## config.mk

```make
export PLATFORM = sky130hd
export DESIGN_NAME = capture_sequencer_flat
export DESIGN_NICKNAME = d
export VERILOG_FILES = /design/src/rtl/capture_pkg.sv /design/src/rtl/capture_sequencer_if.sv /design/src/rtl/capture_readout.sv /design/src/rtl/capture_sequencer.sv /design/src/flat_wrapper.sv
export SDC_FILE = /design/constraint.sdc
export NUM_CORES = 1
export LEC_CHECK = 0
export CORE_MARGIN = 2
export CORE_UTILIZATION = 39
export DETAILED_ROUTE_END_ITERATION = 16
export PLACE_DENSITY = 0.81
export SYNTH_ARGS = -nofsm -noshare
export SYNTH_HDL_FRONTEND = slang
export SYNTH_SLANG_ARGS = --single-unit
```

## constraint.sdc

```tcl
create_clock -name i_clk -period 1.8 [get_ports i_clk]
set_input_delay 0.27 -clock i_clk [delete_from_list [all_inputs] [get_ports i_clk]]
set_output_delay 0.27 -clock i_clk [all_outputs]
set_load 0.1 [all_outputs]
```

## src/rtl/capture_pkg.sv

```systemverilog
// Shared definitions for the capture sequencer: state encoding and trailer layout.
package capture_pkg;

    typedef enum logic [2:0] {
        ST_CLEAR   = 3'd0,
        ST_IDLE    = 3'd1,
        ST_ARMED   = 3'd2,
        ST_CAPTURE = 3'd3,
        ST_FLUSH   = 3'd4,
        ST_DRAIN   = 3'd5
    } state_t;

    // Trailer word: sample_count in the low bits, overflow flag in the MSB.
    localparam int TRAILER_CNT_LSB = 0;

    function automatic int trailer_ovf_bit(input int data_w);
        return data_w - 1;
    endfunction

endpackage

```

## src/rtl/capture_sequencer_if.sv

```systemverilog
// FIFO and host-readout signal bundle between the capture sequencer and its surroundings.
interface capture_sequencer_if #(
    parameter int DATA_W = 32
);
    // Strobes are single-cycle: wrreq writes o_fifo_data on that edge; rdreq pops and
    // i_fifo_q is valid the next cycle; i_read is honoured only while o_available=1,
    // and the word appears on o_data with o_valid=1 exactly one cycle later.
    logic              o_fifo_aclr;
    logic              o_fifo_wrreq;
    logic [DATA_W-1:0] o_fifo_data;
    logic              i_fifo_full;
    logic              i_fifo_empty;
    logic              o_fifo_rdreq;
    logic [DATA_W-1:0] i_fifo_q;
    logic              i_read;
    logic              o_available;
    logic [DATA_W-1:0] o_data;
    logic              o_valid;

    modport master (
        output o_fifo_aclr, o_fifo_wrreq, o_fifo_data, o_fifo_rdreq,
        output o_available, o_data, o_valid,
        input  i_fifo_full, i_fifo_empty, i_fifo_q, i_read
    );

    modport slave (
        input  o_fifo_aclr, o_fifo_wrreq, o_fifo_data, o_fifo_rdreq,
        input  o_available, o_data, o_valid,
        output i_fifo_full, i_fifo_empty, i_fifo_q, i_read
    );
endinterface

```

## src/rtl/capture_readout.sv

```systemverilog
// DRAIN-phase host readout: gates availability, issues FIFO reads, presents data a cycle later.
module capture_readout #(
    parameter int DATA_W = 32
) (
    input  logic              clk,
    input  logic              rst,
    input  logic              in_drain,
    input  logic              abort,
    input  logic              read,
    input  logic              fifo_empty,
    input  logic [DATA_W-1:0] fifo_q,
    output logic              available,
    output logic              rdreq,
    output logic              valid,
    output logic [DATA_W-1:0] data
);
    logic valid_q;

    always_comb begin
        available = in_drain & ~fifo_empty;
        rdreq     = available & read & ~abort;
        valid     = valid_q;
        data      = valid_q ? fifo_q : '0;
    end

    always_ff @(posedge clk) begin
        if (rst) begin
            valid_q <= 1'b0;
        end else begin
            valid_q <= rdreq;
        end
    end
endmodule

```

## src/rtl/capture_sequencer.sv

```systemverilog
// Run-level controller for one capture path: clear -> idle -> arm -> capture -> flush -> drain.
// Define CAPTURE_SEQUENCER_TRAILER_EN to append a {overflow, count} trailer word in FLUSH.
module capture_sequencer
    import capture_pkg::*;
#(
    parameter int DATA_W      = 32,
    parameter int CNT_W       = 16,
    parameter int CLR_CYCLES  = 4,
    parameter int MAX_SAMPLES = 0
) (
    input  logic              i_clk,
    input  logic              mrst,
    input  logic              i_arm,
    input  logic              i_abort,
    input  logic              i_run,
    input  logic              i_save,
    input  logic [DATA_W-1:0] i_save_data,
    output logic              o_chan_rst_n,
    output logic              o_busy,
    output logic              o_overflow,
    output logic [CNT_W-1:0]  o_sample_count,
    output logic [2:0]        o_state,
    capture_sequencer_if.master bus
);
    localparam int               CLR_W    = $clog2(CLR_CYCLES + 1);
    localparam logic [CLR_W-1:0] CLR_LAST = CLR_W'(CLR_CYCLES - 1);
    localparam logic [CNT_W-1:0] CAP      = CNT_W'(MAX_SAMPLES);

    state_t             state, state_nx;
    logic [CLR_W-1:0]   clr_cnt;
    logic [CNT_W-1:0]   sample_count, count_inc;
    logic               overflow;
    logic               wr_q;
    logic [DATA_W-1:0]  wr_data, trailer_word;
    logic               accept, drop, cap_hit, trailer_wr, trailer_drop;
    logic               in_drain;
`ifdef CAPTURE_SEQUENCER_TRAILER_EN
    logic               flush_second;
`endif

    always_comb begin
        state_nx     = state;
        accept       = 1'b0;
        drop         = 1'b0;
        cap_hit      = 1'b0;
        trailer_wr   = 1'b0;
        trailer_drop = 1'b0;
        count_inc    = (&sample_count) ? sample_count : sample_count + 1'b1;
        case (state)
            ST_CLEAR:   if (clr_cnt == CLR_LAST) state_nx = ST_IDLE;
            ST_IDLE:    if (i_arm) state_nx = ST_ARMED;
            ST_ARMED:   if (i_run) state_nx = ST_CAPTURE;
            ST_CAPTURE: begin
                accept  = i_save & ~bus.i_fifo_full;
                drop    = i_save & bus.i_fifo_full;
                cap_hit = (MAX_SAMPLES != 0) && accept && (count_inc >= CAP);
                if (!i_run || cap_hit) state_nx = ST_FLUSH;
            end
            ST_FLUSH: begin
`ifdef CAPTURE_SEQUENCER_TRAILER_EN
                if (flush_second) begin
                    trailer_wr   = ~bus.i_fifo_full;
                    trailer_drop = bus.i_fifo_full;
                    state_nx     = ST_DRAIN;
                end
`else
                state_nx = ST_DRAIN;
`endif
            end
            // Leave only once the FIFO is empty and the last read word has been presented.
            ST_DRAIN:   if (bus.i_fifo_empty && !bus.o_valid) state_nx = ST_IDLE;
            default:    state_nx = ST_CLEAR;
        endcase
        if (i_abort) begin
            state_nx     = ST_CLEAR;
            accept       = 1'b0;
            drop         = 1'b0;
            trailer_wr   = 1'b0;
            trailer_drop = 1'b0;
        end
    end

    always_comb begin
        trailer_word = '0;
        trailer_word[TRAILER_CNT_LSB +: CNT_W]  = sample_count;
        trailer_word[trailer_ovf_bit(DATA_W)]   = overflow;
    end

    always_ff @(posedge i_clk) begin
        if (mrst) begin
            state        <= ST_CLEAR;
            clr_cnt      <= '0;
            sample_count <= '0;
            overflow     <= 1'b0;
            wr_q         <= 1'b0;
            wr_data      <= '0;
        end else begin
            state   <= state_nx;
            clr_cnt <= (state == ST_CLEAR && !i_abort) ? clr_cnt + 1'b1 : '0;
            if (state_nx == ST_CLEAR || (state == ST_IDLE && i_arm)) begin
                sample_count <= '0;
                overflow     <= 1'b0;
            end else begin
                if (accept) sample_count <= count_inc;
                if (drop || trailer_drop) overflow <= 1'b1;
            end
            wr_q <= accept;
            if (accept) wr_data <= i_save_data;
        end
    end

`ifdef CAPTURE_SEQUENCER_TRAILER_EN
    always_ff @(posedge i_clk) begin
        if (mrst) begin
            flush_second <= 1'b0;
        end else begin
            flush_second <= (state == ST_FLUSH) && !flush_second && !i_abort;
        end
    end
`endif

    assign in_drain         = (state == ST_DRAIN);
    assign bus.o_fifo_aclr  = (state == ST_CLEAR);
    assign bus.o_fifo_wrreq = (wr_q & ~i_abort) | trailer_wr;
    assign bus.o_fifo_data  = trailer_wr ? trailer_word : (wr_q ? wr_data : '0);
    assign o_chan_rst_n     = (state == ST_ARMED) || (state == ST_CAPTURE);
    assign o_busy           = (state != ST_IDLE);
    assign o_overflow       = overflow;
    assign o_sample_count   = sample_count;
    assign o_state          = state;

    capture_readout #(.DATA_W(DATA_W)) u_readout (
        .clk        (i_clk),
        .rst        (mrst),
        .in_drain   (in_drain),
        .abort      (i_abort),
        .read       (bus.i_read),
        .fifo_empty (bus.i_fifo_empty),
        .fifo_q     (bus.i_fifo_q),
        .available  (bus.o_available),
        .rdreq      (bus.o_fifo_rdreq),
        .valid      (bus.o_valid),
        .data       (bus.o_data)
    );
endmodule

```

## src/flat_wrapper.sv

```systemverilog
// flat-port wrapper written by rule: the top's interface ports become plain ports
module capture_sequencer_flat import capture_pkg::*;
#(
    parameter int DATA_W      = 32,
    parameter int CNT_W       = 16,
    parameter int CLR_CYCLES  = 4,
    parameter int MAX_SAMPLES = 0
)
  (i_clk, mrst, i_arm, i_abort, i_run, i_save, i_save_data, o_chan_rst_n, o_busy, o_overflow, o_sample_count, o_state, bus_o_fifo_aclr, bus_o_fifo_wrreq, bus_o_fifo_data, bus_o_fifo_rdreq, bus_o_available, bus_o_data, bus_o_valid, bus_i_fifo_full, bus_i_fifo_empty, bus_i_fifo_q, bus_i_read);
  capture_sequencer_if #(.DATA_W(DATA_W)) bus_i ();
  input  logic i_clk;
  input  logic mrst;
  input  logic i_arm;
  input  logic i_abort;
  input  logic i_run;
  input  logic i_save;
  input  logic [DATA_W-1:0] i_save_data;
  output logic o_chan_rst_n;
  output logic o_busy;
  output logic o_overflow;
  output logic [CNT_W-1:0] o_sample_count;
  output logic [2:0] o_state;
  output wire logic [$bits(bus_i.o_fifo_aclr)-1:0] bus_o_fifo_aclr;
  output wire logic [$bits(bus_i.o_fifo_wrreq)-1:0] bus_o_fifo_wrreq;
  output wire logic [$bits(bus_i.o_fifo_data)-1:0] bus_o_fifo_data;
  output wire logic [$bits(bus_i.o_fifo_rdreq)-1:0] bus_o_fifo_rdreq;
  output wire logic [$bits(bus_i.o_available)-1:0] bus_o_available;
  output wire logic [$bits(bus_i.o_data)-1:0] bus_o_data;
  output wire logic [$bits(bus_i.o_valid)-1:0] bus_o_valid;
  input wire logic [$bits(bus_i.i_fifo_full)-1:0] bus_i_fifo_full;
  input wire logic [$bits(bus_i.i_fifo_empty)-1:0] bus_i_fifo_empty;
  input wire logic [$bits(bus_i.i_fifo_q)-1:0] bus_i_fifo_q;
  input wire logic [$bits(bus_i.i_read)-1:0] bus_i_read;
  assign bus_o_fifo_aclr = bus_i.o_fifo_aclr;
  assign bus_o_fifo_wrreq = bus_i.o_fifo_wrreq;
  assign bus_o_fifo_data = bus_i.o_fifo_data;
  assign bus_o_fifo_rdreq = bus_i.o_fifo_rdreq;
  assign bus_o_available = bus_i.o_available;
  assign bus_o_data = bus_i.o_data;
  assign bus_o_valid = bus_i.o_valid;
  assign bus_i.i_fifo_full = bus_i_fifo_full;
  assign bus_i.i_fifo_empty = bus_i_fifo_empty;
  assign bus_i.i_fifo_q = bus_i_fifo_q;
  assign bus_i.i_read = bus_i_read;
  capture_sequencer #(.DATA_W(DATA_W), .CNT_W(CNT_W), .CLR_CYCLES(CLR_CYCLES), .MAX_SAMPLES(MAX_SAMPLES)) u_core (.i_clk(i_clk), .mrst(mrst), .i_arm(i_arm), .i_abort(i_abort), .i_run(i_run), .i_save(i_save), .i_save_data(i_save_data), .o_chan_rst_n(o_chan_rst_n), .o_busy(o_busy), .o_overflow(o_overflow), .o_sample_count(o_sample_count), .o_state(o_state), .bus(bus_i));
endmodule
```

==> qor.txt <==
antenna cells: 0
RSZ-0062 raised after global routing: yes
initial antenna violation count: 0
DRC errors left: 0
htree depth: 3
Synth Warn #: 0
maximum vdd drop: 414 uV
starting density of the core: 40.1%
post-synthesis cell count: 354
Slew headroom: 71.9%
initial drt markers: 153
wire per inst: 16.1 um
synthesized area: 2910 um2
outcome: completed
vias in the first global route: 3019
hold_buf cts: 0
Die X: 90.4 um
maxcap violations: 0
worst path bufs/invs: 2
clk slew on worst S/H paths: 0.07 ns
Final ANT Viol Nets: 0
IO Count: 164
most frequent cell after synthesis: nand2_1
Longest Clk Path Bufs: 2
fin area: 5840 um2
Fin Setup TNS: 0 ns
Num CTS Buffers: 9
post-DP HPWL: 7680 um
CP Launch Type: input port
Hold Path Class: reg2reg
Slew @ Worst Pin: 0.416 ns
total congestion overflow: 0
Syn Area/Cell: 8.22 um2
FF-to-FF Start: u_core.o_sample_count[0]$_SDFFE_PP0P_
type of element capturing the critical path: primary output
worst hold start: u_core.clr_cnt[0]$_SDFF_PP0_
most area-consuming cells after synthesis: dfxtp_1 (39%), and2_1 (14%), nand2_1 (9.9%), a21oi_1 (6.4%), xnor2_1 (3.0%)
Core ar.: 7250 um2
Post-Route WL: 10200 um
Worst Setup Path Type: in2out
Worst path slowest cell: clkdlybuf4s50_1
first-pass GRT wire length: 16100 um
largest net degree at the start of global routing: 36
Total Routing Usage GR: 24.5%
die area: 8170 um2
LEAKAGE: 2.22 nW
Synth top area share: 39.2%
placed instance area: 5600 um2
data arrival time of the worst path: 1.47 ns
Die Y: 90.4 um
minimum clock period: 1.74 ns
crit-path cells: clkdlybuf4s50_1 -> nor4bb_4 -> and3_4 -> buf_12
wl on met1: 4340 um
drt pass-1 iters: 4
clk_skew: 0.00835 ns
Pwr Density: 431 nW/um2
clk_lat worst skew: 0.33 ns
CTS tree: yes
endpoints failing setup: 0
Primary FF master, synth: dfxtp_1
post-synthesis register bit count: 57
Largest delay share family, worst path: buffers and inverters
CP peak stage delay: 0.46 ns
hold violation total from the final report: 0
net count after synthesis: 430
clk sinks: 57
ys async rst share: 0%
Port Buffers: 163
Root Driver: clkbuf_8
WL met2: 5160 um
synth cell count leaders: nand2_1 (77), and2_1 (65), dfxtp_1 (57)
nets: 605
Synth cell types: 52
Vias/cell: 4.93
share of cells above drive strength 1: 39.0%
worst-path fanout max: 2
vias after detailed routing: 3121
Critical Path Start: bus_i_fifo_empty
max-slew violation count: 0
P&R area growth vs syn: 101%
WL met3: 542 um
post-synthesis sequential area ratio: 39.2%
WP data required: 1.53 ns
# rows: 31
cell taking the most area after synthesis: dfxtp_1
GP Congestion: 0.873
Post-synth EDFFs: 0
top sig layer: met4
Max Freq: 0.573 GHz
Period Utilization, post-route: 96.9%
## path summary, 6_finish.rpt
kind	depth (start not counted)	end	slack [ns]
worst max-delay path	4	bus_o_fifo_rdreq	0.06
worst min-delay path	1	u_core.clr_cnt[0]$_SDFF_PP0_	0.43
worst max register to register	5	u_core.o_sample_count[9]$_SDFFE_PP0P_	0.09
worst min register to register	1	u_core.clr_cnt[0]$_SDFF_PP0_	0.43
## state kept, by name, indices dropped and copies added, names as in the netlist
name and count:
u_core.wr_data 32, u_core.o_sample_count 16, u_core.clr_cnt 3, u_core.o_state 3
u_core.o_overflow 1, u_core.u_readout.valid 1, u_core.wr_q 1
## cells in the final DEF (no fill, tap or decap), drive strengths merged
master / instances
a31oi: 1
o211ai: 2
clkdlybuf4s50: 72
xor2: 3
nor4: 4
nor2: 22
nor4b: 2
dfxtp: 57
nor3b: 2
mux2i: 2
buf: 113
a211oi: 1
o41ai: 1
nand4: 2
and4: 1
and2b: 1
and2: 65
clkinv: 5
nor3: 4
a22oi: 1
a21oi: 37
xnor2: 10
a21o: 1
clkbuf: 10
nand2: 78
o21ai: 3
inv: 4
a41oi: 1
or3: 1
and3: 6
nor4bb: 1
nand3: 8
nand2b: 2
and3b: 1
nand3b: 2
nor2b: 3
a2111oi: 1
or2: 1
ha: 3
## repair_timing
action                                  4_1_cts  5_1_grt
gates resized for setup                       0        3
setup buffers                                 1        4
pin swaps                                     1        3
endpoints found under the setup margin        1       33
## kinds of logic after synthesis
group,share of synthesized area [%]
adder cells (fa/ha/maj),1.29
XOR/XNOR,3.91
buffers and inverters,4.04
AO/OA/AOI/OAI,10.9
flip-flops,39.2
AND/OR/NAND/NOR,39.9
multiplexers,0.688
## where the power goes
| part | internal [mW] | leakage, nW | switching, mW |
|---|---|---|---|
| sequential | 1.24 | 0.474 | 0.00117 |
| clock | 0.538 | 0.0965 | 0.527 |
| combinational | 0.152 | 1.64 | 0.0564 |
## worst reg2reg max path, stage by stage (launching register included)
cell and delay, ns:
dfxtp_4 0.39, ha_4 0.16, nand3_2 0.16, nor4_4 0.41, nor3_2 0.14, a2111oi_4 0.33
## metrics by stage
step           std cells  setup WS, ns  utilization, %  hold slack, ns  power [mW]
2_1_floorplan        354        -0.830               -           0.398        1.30
3_3_place_gp         612        -0.103            77.2           0.405        1.47
3_5_place_dp         612        -0.153            77.2           0.426        1.47
4_1_cts              629       0.00469            79.8           0.435        2.54
5_1_grt              633      -0.00127            80.5           0.446        2.61
6_report             633        0.0556            80.5           0.433        2.51
## cell type report
cell class | instances | area (um2)
timing repair buffer | 185 | 2590
clock buffer | 10 | 138
fill | 417 | 1420
multi-input combinational | 273 | 1730
tap | 99 | 124
sequential | 57 | 1210
inverter | 3 | 11.3
clock inverter | 6 | 42.5
## metal layers
layer	track usage, %	up-vias
met5	0	-
met1	30.2	1464
met3	5.93	16
met2	42.2	124
li1	-	1517
met4	7.69	0
(Power assumes the default switching activity.)
